**src/rtl/score_display_pkg.sv**
```systemverilog
// rtl/score_display_pkg.sv - score cell geometry, shared types and segment hit helper
package score_display_pkg;

  // Cell placement on the raster
  localparam int unsigned CELL_X_P1_TENS  = 128;
  localparam int unsigned CELL_X_P1_UNITS = 160;
  localparam int unsigned CELL_X_P2_TENS  = 288;
  localparam int unsigned CELL_X_P2_UNITS = 320;
  localparam int unsigned CELL_Y          = 32;

  // Cell size and stroke thickness
  localparam int unsigned CELL_W = 16;
  localparam int unsigned CELL_H = 32;
  localparam int unsigned SEG_T  = 4;

  typedef enum logic [2:0] {
    CELL_NONE     = 3'd0,
    CELL_P1_TENS  = 3'd1,
    CELL_P1_UNITS = 3'd2,
    CELL_P2_TENS  = 3'd3,
    CELL_P2_UNITS = 3'd4
  } cell_e;

  typedef struct packed {
    logic       tens;
    logic [3:0] units;
  } score_t;

  // Segment mask bit 0 = a ... bit 6 = g; true when (col,row) lies on a lit stroke
  function automatic logic seg_hit(input logic [6:0] seg, input logic [3:0] col,
                                   input logic [4:0] row);
    logic top_half;
    logic left;
    logic right;
    logic mid;
    top_half = row < 5'(CELL_H / 2);
    left     = col < 4'(SEG_T);
    right    = col >= 4'(CELL_W - SEG_T);
    mid      = (row >= 5'(CELL_H / 2 - SEG_T / 2)) && (row < 5'(CELL_H / 2 + SEG_T / 2));
    return (seg[0] & (row < 5'(SEG_T)))
         | (seg[1] & right & top_half)
         | (seg[2] & right & ~top_half)
         | (seg[3] & (row >= 5'(CELL_H - SEG_T)))
         | (seg[4] & left & ~top_half)
         | (seg[5] & left & top_half)
         | (seg[6] & mid);
  endfunction

endpackage

```
**src/rtl/score_display_if.sv**
```systemverilog
// rtl/score_display_if.sv - digit-to-segment decoder connection bundle
interface score_display_if;
  logic [3:0] digit;
  logic       blank;
  logic [6:0] seg;

  modport master (output digit, output blank, input seg);
  modport slave  (input digit, input blank, output seg);
endinterface

```
**src/rtl/seg7_decode.sv**
```systemverilog
// rtl/seg7_decode.sv - BCD digit plus blank to 7-segment mask (bit 0 = a .. bit 6 = g)
module seg7_decode (
  score_display_if.slave dec
);

  // Standard patterns for 0..9; codes 10..15 and blank give a dark cell
  always_comb begin
    dec.seg = 7'h00;
    if (!dec.blank) begin
      case (dec.digit)
        4'd0:    dec.seg = 7'h3F;
        4'd1:    dec.seg = 7'h06;
        4'd2:    dec.seg = 7'h5B;
        4'd3:    dec.seg = 7'h4F;
        4'd4:    dec.seg = 7'h66;
        4'd5:    dec.seg = 7'h6D;
        4'd6:    dec.seg = 7'h7D;
        4'd7:    dec.seg = 7'h07;
        4'd8:    dec.seg = 7'h7F;
        4'd9:    dec.seg = 7'h6F;
        default: dec.seg = 7'h00;
      endcase
    end
  end

endmodule

```
**src/rtl/score_display.sv**
```systemverilog
// rtl/score_display.sv - two-player score overlay; optional blink under macro SCORE_BLINK_EN
module score_display
  import score_display_pkg::*;
(
  input  logic       mclk,
  input  logic       _reset,
  input  logic [8:0] hcnt,
  input  logic [8:0] vcnt,
  input  logic       pix_en,
  input  logic       vblank,
  input  logic       s1a,
  input  logic       s1b,
  input  logic       s1c,
  input  logic       s1d,
  input  logic       s1e,
  input  logic       s2a,
  input  logic       s2b,
  input  logic       s2c,
  input  logic       s2d,
  input  logic       s2e,
  input  logic       stop_g,
  input  logic       _attract,
  output logic       score_vid
);

  score_t     p1_q, p1_d, p2_q, p2_d;
  logic       vblank_q, vblank_d;
  cell_e      cell_q, cell_d;
  logic [3:0] col_q, col_d;
  logic [4:0] row_q, row_d;
  logic [3:0] digit_q, digit_d;
  logic       digit_blank_q, digit_blank_d;
  logic       score_vid_q, score_vid_d;
  logic       vb_rise;
  logic       blink_off;
  logic       in_rows;
  logic [8:0] dy, dx_p1t, dx_p1u, dx_p2t, dx_p2u;

  score_display_if dec_if ();

  seg7_decode u_seg7 (.dec(dec_if));

  assign dec_if.digit = digit_q;
  assign dec_if.blank = digit_blank_q;
  assign vb_rise      = vblank & ~vblank_q;
  assign score_vid    = score_vid_q;

`ifdef SCORE_BLINK_EN
  logic [4:0] frame_q, frame_d;

  // Frame counter steps once per vblank rise, wrapping naturally at 5 bits
  always_comb begin
    frame_d = frame_q;
    if (vb_rise) frame_d = frame_q + 5'd1;
  end

  // Frame counter register, advancing only on enabled pixels
  always_ff @(posedge mclk or negedge _reset) begin
    if (!_reset)     frame_q <= '0;
    else if (pix_en) frame_q <= frame_d;
  end

  assign blink_off = stop_g & _attract & frame_q[4];
`else
  logic unused_blink_inputs;
  assign unused_blink_inputs = stop_g ^ _attract;
  assign blink_off = 1'b0;
`endif

  // Capture both scores only at the vblank rise so a frame never tears
  always_comb begin
    vblank_d = vblank;
    p1_d     = p1_q;
    p2_d     = p2_q;
    if (vb_rise) begin
      p1_d = '{tens: s1e, units: {s1d, s1c, s1b, s1a}};
      p2_d = '{tens: s2e, units: {s2d, s2c, s2b, s2a}};
    end
  end

  // Stage 1: locate the cell under the beam and pick the digit it shows
  always_comb begin
    dy            = vcnt - 9'(CELL_Y);
    dx_p1t        = hcnt - 9'(CELL_X_P1_TENS);
    dx_p1u        = hcnt - 9'(CELL_X_P1_UNITS);
    dx_p2t        = hcnt - 9'(CELL_X_P2_TENS);
    dx_p2u        = hcnt - 9'(CELL_X_P2_UNITS);
    in_rows       = dy < 9'(CELL_H);
    cell_d        = CELL_NONE;
    col_d         = '0;
    row_d         = dy[4:0];
    digit_d       = '0;
    digit_blank_d = 1'b1;
    if (in_rows) begin
      if (dx_p1t < 9'(CELL_W)) begin
        cell_d        = CELL_P1_TENS;
        col_d         = dx_p1t[3:0];
        digit_d       = 4'd1;
        digit_blank_d = ~p1_q.tens;
      end else if (dx_p1u < 9'(CELL_W)) begin
        cell_d        = CELL_P1_UNITS;
        col_d         = dx_p1u[3:0];
        digit_d       = p1_q.units;
        digit_blank_d = 1'b0;
      end else if (dx_p2t < 9'(CELL_W)) begin
        cell_d        = CELL_P2_TENS;
        col_d         = dx_p2t[3:0];
        digit_d       = 4'd1;
        digit_blank_d = ~p2_q.tens;
      end else if (dx_p2u < 9'(CELL_W)) begin
        cell_d        = CELL_P2_UNITS;
        col_d         = dx_p2u[3:0];
        digit_d       = p2_q.units;
        digit_blank_d = 1'b0;
      end
    end
    if (vblank || blink_off) digit_blank_d = 1'b1;
  end

  // Stage 2: light the pixel when it falls on a segment of the decoded digit
  always_comb begin
    score_vid_d = (cell_q != CELL_NONE) && seg_hit(dec_if.seg, col_q, row_q);
  end

  // Snapshot and pipeline registers, all frozen while pix_en is low
  always_ff @(posedge mclk or negedge _reset) begin
    if (!_reset) begin
      vblank_q      <= 1'b0;
      p1_q          <= '0;
      p2_q          <= '0;
      cell_q        <= CELL_NONE;
      col_q         <= '0;
      row_q         <= '0;
      digit_q       <= '0;
      digit_blank_q <= 1'b0;
      score_vid_q   <= 1'b0;
    end else if (pix_en) begin
      vblank_q      <= vblank_d;
      p1_q          <= p1_d;
      p2_q          <= p2_d;
      cell_q        <= cell_d;
      col_q         <= col_d;
      row_q         <= row_d;
      digit_q       <= digit_d;
      digit_blank_q <= digit_blank_d;
      score_vid_q   <= score_vid_d;
    end
  end

endmodule

```
**config.mk**
```make
export PLATFORM = sky130hd
export DESIGN_NAME = score_display
export DESIGN_NICKNAME = d
export VERILOG_FILES = /design/src/rtl/score_display_pkg.sv /design/src/rtl/score_display_if.sv /design/src/rtl/seg7_decode.sv /design/src/rtl/score_display.sv
export SDC_FILE = /design/constraint.sdc
export NUM_CORES = 1
export LEC_CHECK = 0
export BUFFER_PORTS_ARGS = -buffer_cell sky130_fd_sc_hd__buf_2
export CORE_UTILIZATION = 27
export DETAILED_ROUTE_END_ITERATION = 10
export PLACE_DENSITY = 0.45
export SYNTH_ARGS = -nofsm -noshare
export SYNTH_HDL_FRONTEND = slang
export SYNTH_SLANG_ARGS = --single-unit
export TNS_END_PERCENT = 30
```
**constraint.sdc**
```tcl
create_clock -name mclk -period 1.5 [get_ports mclk]
set_input_delay 0.15 -clock mclk [delete_from_list [all_inputs] [get_ports mclk]]
set_output_delay 0.15 -clock mclk [all_outputs]
set_load 0.02 [all_outputs]
```
==> flow_metrics.tcl <==
set metrics [dict create \
    overflow 0 \
    slew_viol_final 0 \
    rsz0062_at_grt "yes" \
    n_antenna_cell 0 \
    period_share_pct 98.7 \
    wl_um 3290 \
    worstSkewPairLatency_ns 0.26 \
    r2r-end "score_vid" \
    max_slew_margin_pct 62.1 \
    hold_path_class "in2reg" \
    drc 0 \
    port_buffers 29 \
    reg2reg_depth 6 \
    setup_viol 0 \
    dr.pass1.iters 4 \
    fin_area_mm2 0.00201 \
    synth.largest_area_cell "dfrtp_1" \
    synthAdderAreaFrac_pct 7.78 \
    min_period_ns 1.48 \
    status "complete, no violations" \
    ys_ff_latch 26 \
    tightest_slew_ns 0.569 \
    grt_pass1_vias 1221 \
    fin_nets 228 \
    die_w_um 75.2 \
    netlist_area_mm2 0.00145 \
    grt_pass1_wl_um 5630 \
    numCtsBuffers 3 \
    min_path_cells 2 \
    worst_setup_path_start_kind "flop" \
    htree_levels 1 \
    synth.avg_cell_area_um2 10.9 \
    synth_ff_type "dfrtp_1" \
    cts.clk_slew.worst_paths_ns 0.09 \
    r2r_start "dec_if.digit[1]" \
    initialDrtViolationCount 56 \
    fmax_ghz 0.676 \
    dieArea_mm2 0.00566 \
    min_from "hcnt[2]" \
    synth_compound_area_share_pct 15.8 \
    drtAntennaViolNets 0 \
    viasPerCell 4.81 \
    num_io_pins 35 \
    syn_to_final_growth_pct 39.1 \
    synth_most_common_cell "dfrtp_1" \
    clock_sinks 26 \
    row_count 26 \
    synth_edf_count 0 \
    yosysWarnings 0 \
    cts_tree "yes" \
    synthesis.instances 133 \
    hpwl_um 2600 \
    synth_top_area_share_pct 44.9 \
    whs_endpoint "col_q[2]" \
    core_mm2 0.00514 \
    crit_required_ns 1.66 \
    synth_fp_nets 176 \
    place_area_mm2 0.00180 \
    routedWlPerCell_um 12.9 \
    power_w 0.00163 \
    maxCapViolations 0 \
    power.density_mw_per_mm2 808 \
    antenna_found_initial 0 \
    start_util_pct 28.2 \
    synthDistinctLibCells 34 \
    critPathCaptureType "flop" \
    dieHeight_um 75.2 \
    ys_seq_area_share_pct 44.9 \
    yosys.area_share.simple_pct 13.7 \
    synth_common_cells "26 x dfrtp_1, 15 x mux2_2, 11 x nor2_1, 10 x inv_1, 9 x ha_1" \
    synth_top_family_by_area "compound AO/OA/AOI/OAI gates" \
    numPlacedInstances 247 \
    synthTopCellsByArea "dfrtp_1 45%, mux2_2 12%, ha_1 7.8%" \
    root_buffer "clkbuf_8" \
    synth_mux_area_share_pct 13.7 \
    clockBufferDepth 2 \
    vias 1223 \
    r2r_setup_slack_ns 0.02 \
    clock_skew_ns 0.00205 \
    finalHoldViolations 0 \
    path_max_fanout 3 \
    final_cells 254 \
    track_usage_pct 13.1 \
    max-vdd-ir-drop_mv 0.510 \
    globalplace.congestion 0.850 \
    grt_max_degree 27 \
    crit_type "reg2reg" \
    async_flop_share_pct 100 \
    layout-drive-gt1-share_pct 50.5 \
    critPathArrivalTime_ns 1.64 \
    synth_xor_area_share_pct 0.605 \
    leakage_nw 0.886 \
]
==> placed cells by master, fill, tap and decap left out, types with 2 or more instances in the layout <==
cell type | synthesis | routed
a21boi_0 | 3 | 2
a21oi_1 | 7 | 5
a21oi_2 | 0 | 2
a221o_1 | 3 | 3
a22o_1 | 2 | 2
a311oi_1 | 2 | 2
buf_2 | 0 | 29
buf_4 | 0 | 20
clkbuf_8 | 0 | 3
dfrtp_1 | 26 | 25
ha_1 | 9 | 6
ha_4 | 0 | 2
inv_1 | 10 | 7
inv_2 | 0 | 2
mux2_2 | 15 | 15
mux2i_1 | 3 | 2
nand2_1 | 6 | 6
nand3b_1 | 2 | 2
nor2_1 | 11 | 10
nor2_2 | 1 | 2
o2bb2ai_1 | 3 | 3
==> worst max-delay path by stage <==
stage,slack [ns],endpoint,from,cells after the start
2_1_floorplan,0.04,col_q[3],hcnt[6],7
3_3_place_gp,-0.22,col_q[3],hcnt[6],8
3_5_place_dp,-0.34,col_q[3],hcnt[6],8
4_1_cts,-0.04,score_vid,dec_if.digit[0],7
5_1_grt,-0.04,score_vid,dec_if.digit[1],6
6_report,0.02,score_vid,dec_if.digit[1],6
==> timing repair <==
item	CTS	global route
gates resized for setup	14	15
setup buffers	2	0
pin swaps	7	7
hold buffers	1	0
endpoints found under the hold margin	26	0
setup endpoints to repair	4	5
==> final cells by class <==
type	instances	area [um2]
clock inverters	1	30.0
multi-input cells	94	857
flip-flops and latches	26	652
repair buffers	50	305
fillers	543	3130
clock buffers	3	41.3
inverters	10	40.0
well taps	70	87.6
==> sequential cells by signal, summed over array words and instances (netlist names) <==
name and count:
cell_q 3, col_q 2, dec_if.blank 1, dec_if.digit 4
p1_q 5, p2_q 5, row_q 4, score_vid 1
vblank_q 1
==> cells by family (layout without fill, tap and decap cells) <==
family | count (synthesis) | after routing
flip-flops | 26 | 26
XOR/XNOR | 1 | 1
multiplexers | 18 | 18
AND/OR/NAND/NOR | 35 | 35
buffers and inverters | 13 | 64
AO/OA/AOI/OAI | 31 | 31
adder cells (fa/ha/maj) | 9 | 9
==> critical path: stages (launching register included) <==
cell       delay (ns)
dfrtp_2          0.41
buf_4            0.13
ha_2             0.18
a21oi_2          0.05
o2bb2a_2         0.28
and4b_1          0.25
o2bb2ai_1        0.07
==> report_power, final <==
part,switching (W),internal [W]
registers,0.0000449,0.000773
clock network,0.000216,0.000357
logic,0.000103,0.000134
==> routing by layer <==
| layer | up-vias | share of wire, % | GRT usage (%) |
|---|---|---|---|
| li1 | 593 | - | - |
| met1 | 607 | 49 | 17.4 |
| met2 | 21 | 48 | 22.4 |
| met3 | 2 | 3.2 | 3.08 |
| met4 | 0 | 0.55 | 1.85 |
| met5 | - | 0 | 0 |
==> metrics by stage <==
stage / hold WS (ns) / TNS [ns] / worst slack (ns) / utilization (%)
after floorplan: -0.146 / 0 / 0.0390 / -
after global placement: 0.186 / -1.18 / -0.215 / 35.1
after detailed placement: 0.190 / -1.84 / -0.343 / 35.1
after CTS: 0.0920 / -0.0350 / -0.0350 / 38.0
after global routing: 0.0938 / -0.0766 / -0.0399 / 39.2
final: 0.101 / 0 / 0.0200 / 39.2
(Power assumes the default switching activity.)
